$ cat config.mk
export PLATFORM = sky130hd
export DESIGN_NAME = cp0_unit_flat
export DESIGN_NICKNAME = d
export VERILOG_FILES = /design/src/rtl/cp0_unit_pkg.sv /design/src/rtl/cp0_unit_if.sv /design/src/rtl/cp0_unit.sv /design/src/flat_wrapper.sv
export SDC_FILE = /design/constraint.sdc
export NUM_CORES = 1
export LEC_CHECK = 0
export ABC_CLOCK_PERIOD_IN_PS = 2200
export CORE_UTILIZATION = 56
export CTS_CLUSTER_DIAMETER = 100
export DETAILED_ROUTE_END_ITERATION = 8
export DONT_BUFFER_PORTS = 1
export HOLD_SLACK_MARGIN = 0.05
export MAX_ROUTING_LAYER = met4
export PLACE_DENSITY = 0.81
export SYNTH_ARGS = -nofsm -noshare
export SYNTH_HDL_FRONTEND = slang
export SYNTH_SLANG_ARGS = --single-unit
$ cat constraint.sdc
create_clock -name clk -period 2.2 [get_ports clk]
set_input_delay 0.44 -clock clk [delete_from_list [all_inputs] [get_ports clk]]
set_output_delay 0.44 -clock clk [all_outputs]
set_load 0.03 [all_outputs]
$ cat src/rtl/cp0_unit_pkg.sv
// ============================================================================
//  Module   : cp0_unit_pkg
//  Purpose  : Shared CP0 constants: register indices, exception codes,
//             handler vector and SR/Cause field positions.
//  Revision : 1.0 - initial release
// ============================================================================
`default_nettype none

package cp0_unit_pkg;

    localparam logic [4:0]  REG_SR        = 5'd12;
    localparam logic [4:0]  REG_CAUSE     = 5'd13;
    localparam logic [4:0]  REG_EPC       = 5'd14;
    localparam logic [4:0]  REG_PRID      = 5'd15;

    localparam logic [4:0]  EXC_INT       = 5'd0;
    localparam logic [4:0]  EXC_ADEL      = 5'd4;
    localparam logic [4:0]  EXC_ADES      = 5'd5;
    localparam logic [4:0]  EXC_SYSCALL   = 5'd8;
    localparam logic [4:0]  EXC_RI        = 5'd10;
    localparam logic [4:0]  EXC_OV        = 5'd12;

    localparam logic [31:0] HANDLER_ADDR  = 32'h0000_4180;

    localparam int          SR_IE         = 0;
    localparam int          SR_EXL        = 1;
    localparam int          SR_IM_LSB     = 10;
    localparam int          CAUSE_EXC_LSB = 2;
    localparam int          CAUSE_IP_LSB  = 10;
    localparam int          CAUSE_BD      = 31;

endpackage

`default_nettype wire

$ cat src/rtl/cp0_unit_if.sv
// ============================================================================
//  Module   : cp0_unit_if
//  Purpose  : M-stage to CP0 signal bundle; the pipeline is master.
//  Revision : 1.0 - initial release
// ============================================================================
`default_nettype none

interface cp0_unit_if;
    logic [4:0]  cp0_addr;
    logic [31:0] cp0_wdata;
    logic        cp0_we;
    logic [31:0] vpc;
    logic        bd_in;
    logic [4:0]  exc_code_in;
    logic        eret_in;
    logic [5:0]  hw_int;
    logic [31:0] cp0_rdata;
    logic [31:0] epc_out;
    logic        req;

    modport master (
        output cp0_addr, cp0_wdata, cp0_we, vpc, bd_in, exc_code_in, eret_in, hw_int,
        input  cp0_rdata, epc_out, req
    );

    modport slave (
        input  cp0_addr, cp0_wdata, cp0_we, vpc, bd_in, exc_code_in, eret_in, hw_int,
        output cp0_rdata, epc_out, req
    );
endinterface

`default_nettype wire

$ cat src/rtl/cp0_unit.sv
// ============================================================================
//  Module   : cp0_unit
//  Purpose  : Coprocessor 0 - SR/Cause/EPC/PRId, exception request, mfc0/mtc0.
//  Revision : 1.0 - initial release
// ============================================================================
`default_nettype none

module cp0_unit
    import cp0_unit_pkg::*;
#(
    parameter logic [31:0] PRID_VALUE = 32'h0000_2023
) (
    input  wire logic   clk,
    input  wire logic   reset,
    cp0_unit_if.slave   bus
);

    logic [5:0]  r_im;
    logic        r_exl;
    logic        r_ie;
    logic        r_bd;
    logic [5:0]  r_ip;
    logic [4:0]  r_exc_code;
    logic [31:0] r_epc;

    logic        w_int_req;
    logic        w_exc_req;
    logic        w_req;
    logic [31:0] w_sr;
    logic [31:0] w_cause;
    logic [31:0] w_rdata;

    assign w_int_req = (|(bus.hw_int & r_im)) & r_ie & ~r_exl;
    assign w_exc_req = (bus.exc_code_in != EXC_INT) & ~r_exl;
    assign w_req     = w_int_req | w_exc_req;

    assign w_sr    = {16'b0, r_im, 8'b0, r_exl, r_ie};
    assign w_cause = {r_bd, 15'b0, r_ip, 3'b0, r_exc_code, 2'b0};

    always_comb begin
        w_rdata = 32'b0;
        case (bus.cp0_addr)
            REG_SR:    w_rdata = w_sr;
            REG_CAUSE: w_rdata = w_cause;
            REG_EPC:   w_rdata = r_epc;
            REG_PRID:  w_rdata = PRID_VALUE;
            default:   w_rdata = 32'b0;
        endcase
    end

    assign bus.req       = w_req;
    assign bus.cp0_rdata = w_rdata;
    assign bus.epc_out   = r_epc;

    // Exception entry takes precedence over eret and suppresses any mtc0.
    always_ff @(posedge clk or negedge reset) begin
        if (!reset) begin
            r_im       <= 6'b0;
            r_exl      <= 1'b0;
            r_ie       <= 1'b0;
            r_bd       <= 1'b0;
            r_ip       <= 6'b0;
            r_exc_code <= 5'b0;
            r_epc      <= 32'b0;
        end else begin
            r_ip <= bus.hw_int;
            if (w_req) begin
                r_exl      <= 1'b1;
                r_bd       <= bus.bd_in;
                r_exc_code <= w_int_req ? EXC_INT : bus.exc_code_in;
                r_epc      <= bus.bd_in ? (bus.vpc - 32'd4) : bus.vpc;
            end else begin
                if (bus.eret_in) begin
                    r_exl <= 1'b0;
                end
                if (bus.cp0_we) begin
                    case (bus.cp0_addr)
                        REG_SR: begin
                            r_im  <= bus.cp0_wdata[SR_IM_LSB +: 6];
                            r_exl <= bus.cp0_wdata[SR_EXL];
                            r_ie  <= bus.cp0_wdata[SR_IE];
                        end
                        REG_EPC: r_epc <= {bus.cp0_wdata[31:2], 2'b00};
                        default: ;
                    endcase
                end
            end
        end
    end

endmodule

`default_nettype wire
$ cat src/flat_wrapper.sv
// flat-port wrapper written by rule: the top's interface ports become plain ports
module cp0_unit_flat import cp0_unit_pkg::*;
#(
    parameter logic [31:0] PRID_VALUE = 32'h0000_2023
)
  (clk, reset, bus_cp0_addr, bus_cp0_wdata, bus_cp0_we, bus_vpc, bus_bd_in, bus_exc_code_in, bus_eret_in, bus_hw_int, bus_cp0_rdata, bus_epc_out, bus_req);
  cp0_unit_if bus_i ();
  input  wire logic clk;
  input  wire logic reset;
  input wire logic [$bits(bus_i.cp0_addr)-1:0] bus_cp0_addr;
  input wire logic [$bits(bus_i.cp0_wdata)-1:0] bus_cp0_wdata;
  input wire logic [$bits(bus_i.cp0_we)-1:0] bus_cp0_we;
  input wire logic [$bits(bus_i.vpc)-1:0] bus_vpc;
  input wire logic [$bits(bus_i.bd_in)-1:0] bus_bd_in;
  input wire logic [$bits(bus_i.exc_code_in)-1:0] bus_exc_code_in;
  input wire logic [$bits(bus_i.eret_in)-1:0] bus_eret_in;
  input wire logic [$bits(bus_i.hw_int)-1:0] bus_hw_int;
  output wire logic [$bits(bus_i.cp0_rdata)-1:0] bus_cp0_rdata;
  output wire logic [$bits(bus_i.epc_out)-1:0] bus_epc_out;
  output wire logic [$bits(bus_i.req)-1:0] bus_req;
  assign bus_i.cp0_addr = bus_cp0_addr;
  assign bus_i.cp0_wdata = bus_cp0_wdata;
  assign bus_i.cp0_we = bus_cp0_we;
  assign bus_i.vpc = bus_vpc;
  assign bus_i.bd_in = bus_bd_in;
  assign bus_i.exc_code_in = bus_exc_code_in;
  assign bus_i.eret_in = bus_eret_in;
  assign bus_i.hw_int = bus_hw_int;
  assign bus_cp0_rdata = bus_i.cp0_rdata;
  assign bus_epc_out = bus_i.epc_out;
  assign bus_req = bus_i.req;
  cp0_unit #(.PRID_VALUE(PRID_VALUE)) u_core (.clk(clk), .reset(reset), .bus(bus_i));
endmodule
; Word level (Yosys, flattened, before mapping)
; Index checks and enable logic that the tools add are counted.
[classes]
add_sub_neg = 1
n_eq_ne = 4
mux = 10
n_bitwise = 7
n_reduce_logical = 6
[ops]
columns = cell, n
row1 = $mux W32, 4
row2 = $pmux W32 S4, 1
row3 = $sub A32 B3 Y32 const B, 1
row4 = $eq A5 B4 Y1 const B, 4
row5 = $and A6 B6 Y6, 1
row6 = $reduce_or A6 Y1, 1
row7 = $mux W5, 1
row8 = $reduce_bool A5 Y1, 1
row9 = $mux W1, 4
row10 = $reduce_bool A2 Y1, 2
row11 = $and A1 B1 Y1, 3
row12 = $reduce_and A3 Y1, 1
row13 = $not A1 Y1, 2
row14 = $reduce_and A2 Y1, 1
row15 = $or A1 B1 Y1, 1
[word_totals]
reg_bits = 52
inputBits = 85
output_inout_bits = 65
word_cells = 35

; Longest topological paths before layout
; Gate-level depths: netlist (run 1).
[logic_depth]
depth_word = 7
depth_mapped = 6
mapped_depth_nobuf = 6

; Least setup slack after synthesis (run 1)
; OpenSTA, ideal clock, no wires.
[synth_path]
path_type = input to output
start = input bus_hw_int[1]
end = output bus_req
t_arrival_ns = 1.708
required_time_ns = 1.760
path_slack_ns = 0.052
path_stages = 5
path_buffers = 1
path_cell_list = a22oi_1 > a311oi_1 > nor2_2 > inv_1 > clkbuf_1
[synth_between]
elab_chain_cells = 5
[synth_rtl]
columns = item, line
row1 = "start, declared", flat_wrapper.sv:17  ; input wire logic [$bits(bus_i.hw_int)-1:0] bus_hw_int;
row2 = $and A6 B6 Y6, cp0_unit.sv:33  ; assign w_int_req = (|(bus.hw_int & r_im)) & r_ie & ~r_exl;
row3 = $reduce_or A6 Y1, cp0_unit.sv:33
row4 = $and A1 B1 Y1 (2 in series), cp0_unit.sv:33
row5 = $or A1 B1 Y1, cp0_unit.sv:35  ; assign w_req = w_int_req | w_exc_req;
row6 = "end, declared", flat_wrapper.sv:20  ; output wire logic [$bits(bus_i.req)-1:0] bus_req;
; Every way passes these cells.

; Worst setup path in the final report (run 1)
[layout_path]
start = register u_core.r_im[0]
end = output bus_req
[layout_between]
elab_chain_cells = 5
[layout_rtl]
columns = item, line
row1 = "start, declared", cp0_unit.sv:18  ; logic [5:0] r_im;
row2 = "start signal, assigned", cp0_unit.sv:79  ; r_im <= bus.cp0_wdata[SR_IM_LSB +: 6];
row3 = $and A6 B6 Y6, cp0_unit.sv:33
row4 = $reduce_or A6 Y1, cp0_unit.sv:33
row5 = $and A1 B1 Y1 (2 in series), cp0_unit.sv:33
row6 = $or A1 B1 Y1, cp0_unit.sv:35
; Every way passes these cells.

==> results of run 1 <==
## flip-flops by register name, summed over array words and instances (netlist names)
signal              cells
u_core.r_im             6
u_core.r_ip             6
u_core.r_bd             1
u_core.r_exc_code       5
u_core.bus.epc_out     32
u_core.r_ie             1
u_core.r_exl            1
## worst paths after layout
kind | start | endpoint | slack, ns
hold reg to reg | u_core.r_exc_code[4] | u_core.r_exc_code[4] | 0.51
setup reg to reg | u_core.r_im[0] | u_core.bus.epc_out[0] | 0.34
setup / recovery | u_core.r_im[0] | bus_req | 0.12
min in group asynchronous | reset | u_core.bus.epc_out[0] | 0.65
max in group asynchronous | reset | u_core.r_bd | 1.32
hold / removal | bus_hw_int[0] | u_core.r_ip[0] | 0.15
## power by group through the flow
stage | clock (mW) | sequential (mW) | combinational, mW
floorplan | 0 | 2.19 | 1.00
finish | 0.667 | 2.31 | 1.31
detailed placement | 0 | 2.33 | 1.29
CTS | 0.681 | 2.31 | 1.31
global placement | 0 | 2.31 | 1.22
global route | 0.723 | 2.36 | 1.44
## layer usage
metal	part of all wire (%)	global-route usage, %
met1	39	35.9
met2	50	52.8
met3	8.8	9.09
met4	1.7	10.4
met5	0	-
## cells in the final DEF, fill, tap and decap left out, types with 4 or more instances in the layout
master	netlist	layout
nor2b_1	5	4
o21ai_0	13	13
mux2i_1	30	30
and2_1	19	19
nor2_1	22	22
or3_1	7	7
a31oi_1	19	19
nand3b_1	4	4
clkbuf_8	0	5
nand3_1	7	7
nand2_1	8	8
mux2_2	8	8
xor2_1	10	10
o31ai_1	11	11
and3_1	18	18
a21oi_1	10	9
nand4_1	7	7
nor4_1	21	21
inv_1	8	8
a21boi_0	17	17
or4_1	11	11
a22oi_1	8	8
buf_4	0	55
dfrtp_1	52	52
a21o_1	4	4
## cells by family after synthesis
kind of cell             share of synthesized area, %
XOR/XNOR                                         2.80
buffers and inverters                            3.85
adder cells (fa/ha/maj)                         0.364
multiplexers                                     11.3
AND/OR/NAND/NOR                                  26.5
AO/OA/AOI/OAI                                    17.3
flip-flops                                       37.8
## area by class of cell
class / count / area [µm²]
multi-input cells: 288 / 2020
fillers: 495 / 1910
flip-flops and latches: 52 / 1300
repair buffers: 57 / 450
well taps: 75 / 93.8
clock buffers: 5 / 68.8
clock inverters: 3 / 42.5
inverters: 8 / 30.0
diodes: 1 / 2.50
## stage by stage
stage / setup WS [ns] / instance area (µm²) / hold slack (ns) / utilization, %
after floorplan: 0.0520 / 3440 / 0.144 / -
after global placement: 0.169 / 3860 / 0.146 / 65.2
after detailed placement: 0.115 / 3860 / 0.146 / 65.2
after CTS: 0.113 / 4010 / 0.142 / 67.7
after global routing: 0.0320 / 4010 / 0.124 / 67.7
final: 0.116 / 4010 / 0.146 / 67.7
==> impl_metrics.tcl, run 1 <==
set metrics [dict create \
    status "complete, but fails checks" \
    violations "DRC" \
    grt_max_degree 53 \
    pwr-share-comb_pct 30.6 \
    areaGrowthSynthToFinish_pct 16.5 \
    antenna_found_initial 1 \
    max_stage_delay_ns 0.39 \
    worst_setup_path_start_kind "register" \
    rsz0062_at_grt "false" \
    period_needed_ns 2.08 \
    setup_tns_ns 0 \
    p_total_mw 4.29 \
    clock-root-buffer "clkbuf_8" \
    slew_violations 0 \
    final_cells 489 \
    io_pins 150 \
    irDropWorstVdd_mv 0.540 \
    synth-edff-count 0 \
    drt-vias-per-instance 6.56 \
    synth_cells 374 \
    yosysUniqueCellTypes 46 \
    start_util_pct 58.1 \
    switching_share_pct 46.7 \
    grt_overflow_total 0 \
    critical_path_peak_fanout 5 \
    num_rows 28 \
    synthTopCellsByCount "dfrtp_1 (52), mux2i_1 (30), nor2_1 (22)" \
    gp_congestion 0.893 \
    critPathArrivalTime_ns 1.64 \
    yosysWarnings 0 \
    syn_area_mm2 0.00344 \
    clkPwrFrac_pct 15.6 \
    cpLargestDelayFamily "compound AO/OA/AOI/OAI gates" \
    dieArea_mm2 0.00646 \
    fp.dieH_um 80.4 \
    hold_violations 0 \
    drt-wirelength-per-cell_um 20.0 \
    drt-total-wl_um 9800 \
    dp_cells 478 \
    synth_most_common_cell "dfrtp_1" \
    grt_pass1_wl_um 14900 \
    ant_nets 0 \
    seq_area_frac_synth_pct 37.8 \
    ff2ff_path_depth 6 \
    critPathBufInv 1 \
    critical_path_class "register to output pin" \
    hold_depth 0 \
    layout-drive-gt1-share_pct 20.8 \
    nets 498 \
    required_ns 1.76 \
    dpl.hpwl_um 7390 \
    crit_path_end_kind "output pin" \
    cts_made_buffers 5 \
    syn_nets 460 \
    grt_pass1_vias 3091 \
    maxSlewHeadroom_pct 69.6 \
    p_leak_nw 1.71 \
    yosys.area.top_type "dfrtp_1" \
    worst_slew_pin_slew_ns 0.451 \
    port_buffers 0 \
    synth_top_cell_area_share_pct 37.8 \
    dr_total_vias 3207 \
    fp.coreArea_mm2 0.00592 \
    clk_pin_slew_ns 0.10 \
    fin_skew_ns 0.00977 \
    clk_latency_ns 0.31 \
    drcViolationCount 1 \
    cts_buffer_depth 2 \
    ys_top_cells_by_area "dfrtp_1 (38%), mux2i_1 (8.7%), nor4_1 (3.8%)" \
    post_cts_buffers 0 \
    cp_num_cells 4 \
    cts_sinks 52 \
    setup_viol 0 \
    drv_cap 0 \
    syn_avg_cell_area_um2 9.20 \
    drt_first_pass_iters 7 \
    synthArstFlopShare_pct 100 \
    synth_top_flop_cell "dfrtp_1" \
    period_share_pct 94.7 \
    max_freq_mhz 480 \
    crit_chain "a22oi_1 -> a311oi_2 -> nor2_2 -> inv_1" \
    htreeDepth 2 \
    cts_resized 0 \
    ctsHoldBuffers 2 \
    drt-initial-drc-count 184 \
    die_w_um 80.4 \
    synth.ff_latch_count 52 \
    min_path_type "primary input to register" \
    grt.total_usage_pct 31.4 \
    critPathSlowestCell "dfrtp_1" \
    p_per_area_mw_per_mm2 1070 \
    seq_power_share_pct 53.9 \
    cts_tree "done" \
    switchingPower_mw 2.00 \
    intPower_mw 2.28 \
]
(Power assumes the default switching activity.)
==> run 2: changes to the inputs <==
Settings changed: ABC_AREA set to 1.
==> impl_metrics.tcl, run 2 <==
set metrics [dict create \
    status "complete, but fails checks" \
    violations "DRC" \
    nets 676 \
    design_area_mm2 0.00410 \
    setup_viol 0 \
    drv_cap 0 \
    period_needed_ns 2.05 \
    final_cell_mix "nand2_1 (180), inv_1 (86), nor2_1 (74), dfrtp_1 (52), nand3_1 (37)" \
    synthTopCellsByCount "nand2_1 (180), inv_1 (86), nor2_1 (74)" \
    synth_most_common_cell "nand2_1" \
    post_cts_buffers 0 \
    syn_avg_cell_area_um2 6.60 \
    synth_top_cell_area_share_pct 34.7 \
    syn_area_mm2 0.00375 \
    gr-max-usage-layer "met2" \
    synth-adder-area-share_pct 0.334 \
    io_pins 150 \
    final_common_cell "nand2_1" \
    synth_compound_area_share_pct 9.41 \
    antenna_found_initial 0 \
    fillers 615 \
    worst_slew_pin_slew_ns 0.382 \
    seq_area_frac_synth_pct 34.7 \
    placed_cell_area_mm2 0.00395 \
    ant_nets 0 \
    yosysWarnings 0 \
    required_ns 1.76 \
    synth-simple-area-share_pct 38.7 \
    gp_congestion 0.973 \
    grt_max_degree 53 \
    p_per_area_mw_per_mm2 1100 \
    irDropWorstVdd_mv 0.424 \
    hold_violations 0 \
    yosys.area.top_type "dfrtp_1" \
    clock-root-buffer "clkbuf_8" \
    rsz0062_at_grt "false" \
    dpl.hpwl_um 8310 \
    grt_util_met3_pct 6.53 \
    layout-drive-gt1-share_pct 14.0 \
    clk_latency_ns 0.30 \
    grt_overflow_total 0 \
    cts_tree "done" \
    synth_top_family_by_area "simple AND/OR/NAND/NOR gates" \
    grt.total_usage_pct 30.3 \
    antennaDiodeCount 0 \
    slew_violations 0 \
    die_w_um 83.8 \
    timing.hold.worst_endpoint "u_core.r_ip[3]" \
    yosysUniqueCellTypes 36 \
    synth_top_flop_cell "dfrtp_1" \
    synth_mux_area_share_pct 0 \
    reg2reg_to "u_core.bus.epc_out[3]" \
    utilization_pct 63.9 \
    critical_path_peak_fanout 24 \
    fin_skew_ns 0.00867 \
    crit_path_end_kind "output pin" \
    critical_path_class "register to output pin" \
    drt-wirelength-per-cell_um 15.5 \
    met1_usage_pct 38.0 \
    cts_made_buffers 5 \
    syn_nets 654 \
    ff2ff_path_depth 10 \
    max_freq_mhz 488 \
    ys_top_cells_by_area "dfrtp_1 (35%), nand2_1 (18%), inv_1 (8.6%)" \
    hp-start "bus_hw_int[3]" \
    start_util_pct 58.4 \
    port_buffers 0 \
    cts_buffer_depth 2 \
    p_leak_nw 2.24 \
    dieArea_mm2 0.00703 \
    min_path_type "primary input to register" \
    maxSlewHeadroom_pct 74.4 \
    synth.ff_latch_count 52 \
    critPathArrivalTime_ns 1.61 \
    met2_usage_pct 50.5 \
    htreeDepth 2 \
    drt-total-wl_um 10400 \
    largest_reg_flops 32 \
    grt_pass1_vias 3370 \
    num_rows 29 \
    drt-vias-per-instance 5.41 \
    synth-edff-count 0 \
    hold_depth 0 \
    fp.dieH_um 83.8 \
    synth_xor_area_share_pct 3.97 \
    cts_sinks 52 \
    synth_cells 568 \
    grt_pass1_wl_um 16500 \
    worst_setup_path_start_kind "register" \
    areaGrowthSynthToFinish_pct 9.37 \
    fp.coreArea_mm2 0.00642 \
    setup_tns_ns 0 \
    drt-initial-drc-count 220 \
    drcViolationCount 18 \
    dr_total_vias 3617 \
    synthArstFlopShare_pct 100 \
    drt_first_pass_iters 7 \
    rr_startpoint "u_core.r_im[2]" \
    clk_pin_slew_ns 0.09 \
    r2r_slack_ns 0.39 \
    period_share_pct 93.2 \
]
==> run 2: cell count changes in the layout (fill, tap and decap cells not counted), moves of 21 or more <==
cell / change
buf_4: -24
nand3_1: +30
inv_1: +78
nor2_1: +52
nand2_1: +172
nor4_1: -21
mux2i_1: -30
==> run 2: cell type report <==
| type | count | area (µm²) | share of cell area, % |
|---|---|---|---|
| sequential | 52 | 1300 | 31.7 |
| clock inverter | 3 | 42.5 | 1.04 |
| clock buffer | 5 | 68.8 | 1.68 |
| tap | 77 | 96.3 | 2.35 |
| multi-input combinational | 407 | 1970 | 48.1 |
| timing repair buffer | 33 | 270 | 6.59 |
| inverter | 91 | 349 | 8.51 |
==> run 2: power by group <==
group          internal [mW]  switching [mW]  total [mW]
clock                  0.337           0.320       0.658
sequential              1.36           0.958        2.32
combinational          0.501            1.03        1.53
total                   2.20            2.31        4.51
==> run 2: critical path, cell delays in order (launching register included) <==
cell	delay, ns
dfrtp_1	0.41
nand2_1	0.09
nand2_1	0.07
a21oi_2	0.11
nand2_2	0.08
nand3_4	0.13
nand2_8	0.16
buf_4	0.25
==> run 2: how the worst max path moves through the flow <==
stage | cells past startpoint | startpoint | end
global placement | 10 | bus_hw_int[0] | u_core.bus.epc_out[3]
floorplan | 4 | bus_cp0_addr[3] | bus_cp0_rdata[31]
CTS | 7 | u_core.r_im[2] | bus_req
finish | 7 | u_core.r_im[2] | bus_req
detailed placement | 10 | bus_hw_int[2] | u_core.bus.epc_out[3]
global route | 7 | u_core.r_im[2] | bus_req
==> run 2: logic make-up (layout without fill, tap and decap cells) <==
group           count (synthesis)  in the layout
simple gates                  328            328
buf+inv                       109            132
compound gates                 61             61
flops                          52             52
xor+xnor                       17             17
fa+ha+maj                       1              1
==> run 2: timing repair <==
item,CTS,global route
gates resized for setup,0,1
setup endpoints to repair,0,1
hold buffers,2,0
hold endpoints to repair,52,0
==> run 2: routing by layer <==
| metal | part of all wire [%] | vias to the layer above |
|---|---|---|
| li1 | - | 1786 |
| met1 | 40 | 1649 |
| met2 | 50 | 172 |
| met3 | 9.0 | 10 |
| met4 | 1.2 | 0 |
| met5 | 0 | - |
==> run 2: stage by stage <==
step	worst slack (ns)	total power, mW	std cells	hold slack (ns)
global route	0.0598	4.79	668	0.142
finish	0.149	4.51	668	0.158
detailed placement	0.294	3.81	658	0.146
floorplan	0.309	3.48	568	0.144
CTS	0.0661	4.49	668	0.152
global placement	0.342	3.75	658	0.146
==> run 3: changes to the inputs <==
Settings changed: RECOVER_POWER set to 100.
==> impl_metrics.tcl, run 3 (synthesis gave the netlist of run 2 again) <==
set metrics [dict create \
    status "complete, but fails checks" \
    violations "DRC" \
    clk_pin_slew_ns 0.09 \
    clock-root-buffer "clkbuf_8" \
    drt-wirelength-per-cell_um 15.5 \
    largest_reg_flops 32 \
    clk_latency_ns 0.30 \
    ant_nets 0 \
    critical_path_class "register to output pin" \
    gp_congestion 0.973 \
    grt.total_usage_pct 30.3 \
    drt_first_pass_iters 8 \
    htreeDepth 2 \
    dp_cells 658 \
    port_buffers 0 \
    fp.coreArea_mm2 0.00642 \
    critPathCapture "bus_req" \
    period_needed_ns 2.08 \
    rsz0062_at_grt "false" \
    post_cts_buffers 0 \
    worst_slew_pin_slew_ns 1.27 \
    die_w_um 83.8 \
    worst_setup_path_start_kind "register" \
    grt_overflow_total 0 \
    grt_max_degree 53 \
    crit_start "u_core.r_im[2]" \
    irDropWorstVdd_mv 0.417 \
    final_cell_mix "nand2_1 (182), inv_1 (87), nor2_1 (75), dfrtp_1 (52), o21ai_0 (40)" \
    p_per_area_mw_per_mm2 1120 \
    drt-vias-per-instance 5.41 \
    fp.dieH_um 83.8 \
    cts_buffer_depth 2 \
    ff2ff_path_depth 10 \
    holdWs_ns 0.159 \
    dpl.hpwl_um 8310 \
    areaGrowthSynthToFinish_pct 5.64 \
    layout-drive-gt1-share_pct 9.31 \
    grt_pass1_vias 3370 \
    rr_startpoint "u_core.r_im[2]" \
    max_freq_mhz 481 \
    drv_cap 0 \
    cts_tree "done" \
    reg2reg_to "u_core.bus.epc_out[0]" \
    drt-initial-drc-count 240 \
    r2r_slack_ns 0.24 \
    dieArea_mm2 0.00703 \
    cts_made_buffers 5 \
    grt_pass1_wl_um 16500 \
    setup_tns_ns 0 \
    min_path_type "primary input to register" \
    p_total_mw 4.44 \
    crit_path_end_kind "output pin" \
    maxSlewHeadroom_pct 15.4 \
    drt-total-wl_um 10400 \
    fin_skew_ns 0.00375 \
    drcViolationCount 18 \
    num_rows 29 \
    final_common_cell "nand2_1" \
    max_stage_delay_ns 0.41 \
    hold_violations 0 \
    antennaDiodeCount 0 \
    crit_chain "nand2_1 -> nand2_1 -> a21oi_1 -> nand2_2 -> nand3_4 -> nand2_8 -> buf_4" \
    period_share_pct 94.4 \
    required_ns 1.76 \
    path_common_cell "nand2_1" \
    critical_path_peak_fanout 24 \
    setup_viol 0 \
    slew_violations 0 \
    dr_total_vias 3611 \
    critPathSlowestCell "dfrtp_1" \
    antenna_found_initial 0 \
    io_pins 150 \
    nets 676 \
    final_cells 668 \
    cts_sinks 52 \
    start_util_pct 58.4 \
    p_leak_nw 2.14 \
    critPathArrivalTime_ns 1.64 \
]
## run 3: worst min-delay path by stage
stage / from / cells past startpoint / end
finish: bus_hw_int[4] / 0 / u_core.r_ip[4]
global route: bus_hw_int[3] / 0 / u_core.r_ip[3]
CTS: bus_hw_int[3] / 0 / u_core.r_ip[3]
detailed placement: reset / 0 / u_core.r_exc_code[3]
global placement: reset / 0 / u_core.r_exc_code[3]
floorplan: reset / 0 / u_core.bus.epc_out[0]
## run 3: stage by stage
| stage | utilization, % | worst slack (ns) | instance area, µm² |
|---|---|---|---|
| final | 61.7 | 0.123 | 3960 |
| after global routing | 61.7 | 0.0398 | 3960 |
| after CTS | 63.7 | 0.0661 | 4090 |
| after detailed placement | 61.4 | 0.294 | 3950 |
| after global placement | 61.4 | 0.342 | 3950 |
| after floorplan | - | 0.309 | 3750 |
## run 3: worst max-delay path, delay by kind of cell (launching register included)
| family | cells | cell delay [ns] |
|---|---|---|
| DFF | 1 | 0.41 |
| buffers and inverters | 1 | 0.25 |
| and+or+nand+nor | 5 | 0.53 |
| AOI/OAI and AO/OA | 1 | 0.15 |
## run 3: final cells by class
cell class | instances | area [µm²]
sequential | 52 | 1300
inverter | 91 | 349
clock inverter | 3 | 42.5
fill | 656 | 2460
clock buffer | 5 | 68.8
multi-input combinational | 407 | 1940
timing repair buffer | 33 | 160
tap | 77 | 96.3
## run 3: where the power goes
group          internal, mW  switching [mW]
combinational         0.459            1.01
sequential             1.36           0.957
clock                 0.337           0.318
## run 3: repair_timing
action | 4_1_cts | 5_1_grt
endpoints found under the setup margin | 0 | 1
gates resized for setup | 0 | 1
endpoints found under the hold margin | 52 | 0
hold buffers | 2 | 0
## run 3: layer usage
layer | GRT usage (%) | share of wire, % | vias to the layer above
met5 | - | 0 | -
met4 | 6.74 | 1.3 | 0
li1 | - | - | 1784
met2 | 50.5 | 49 | 148
met1 | 38.0 | 41 | 1669
met3 | 6.53 | 8.2 | 10
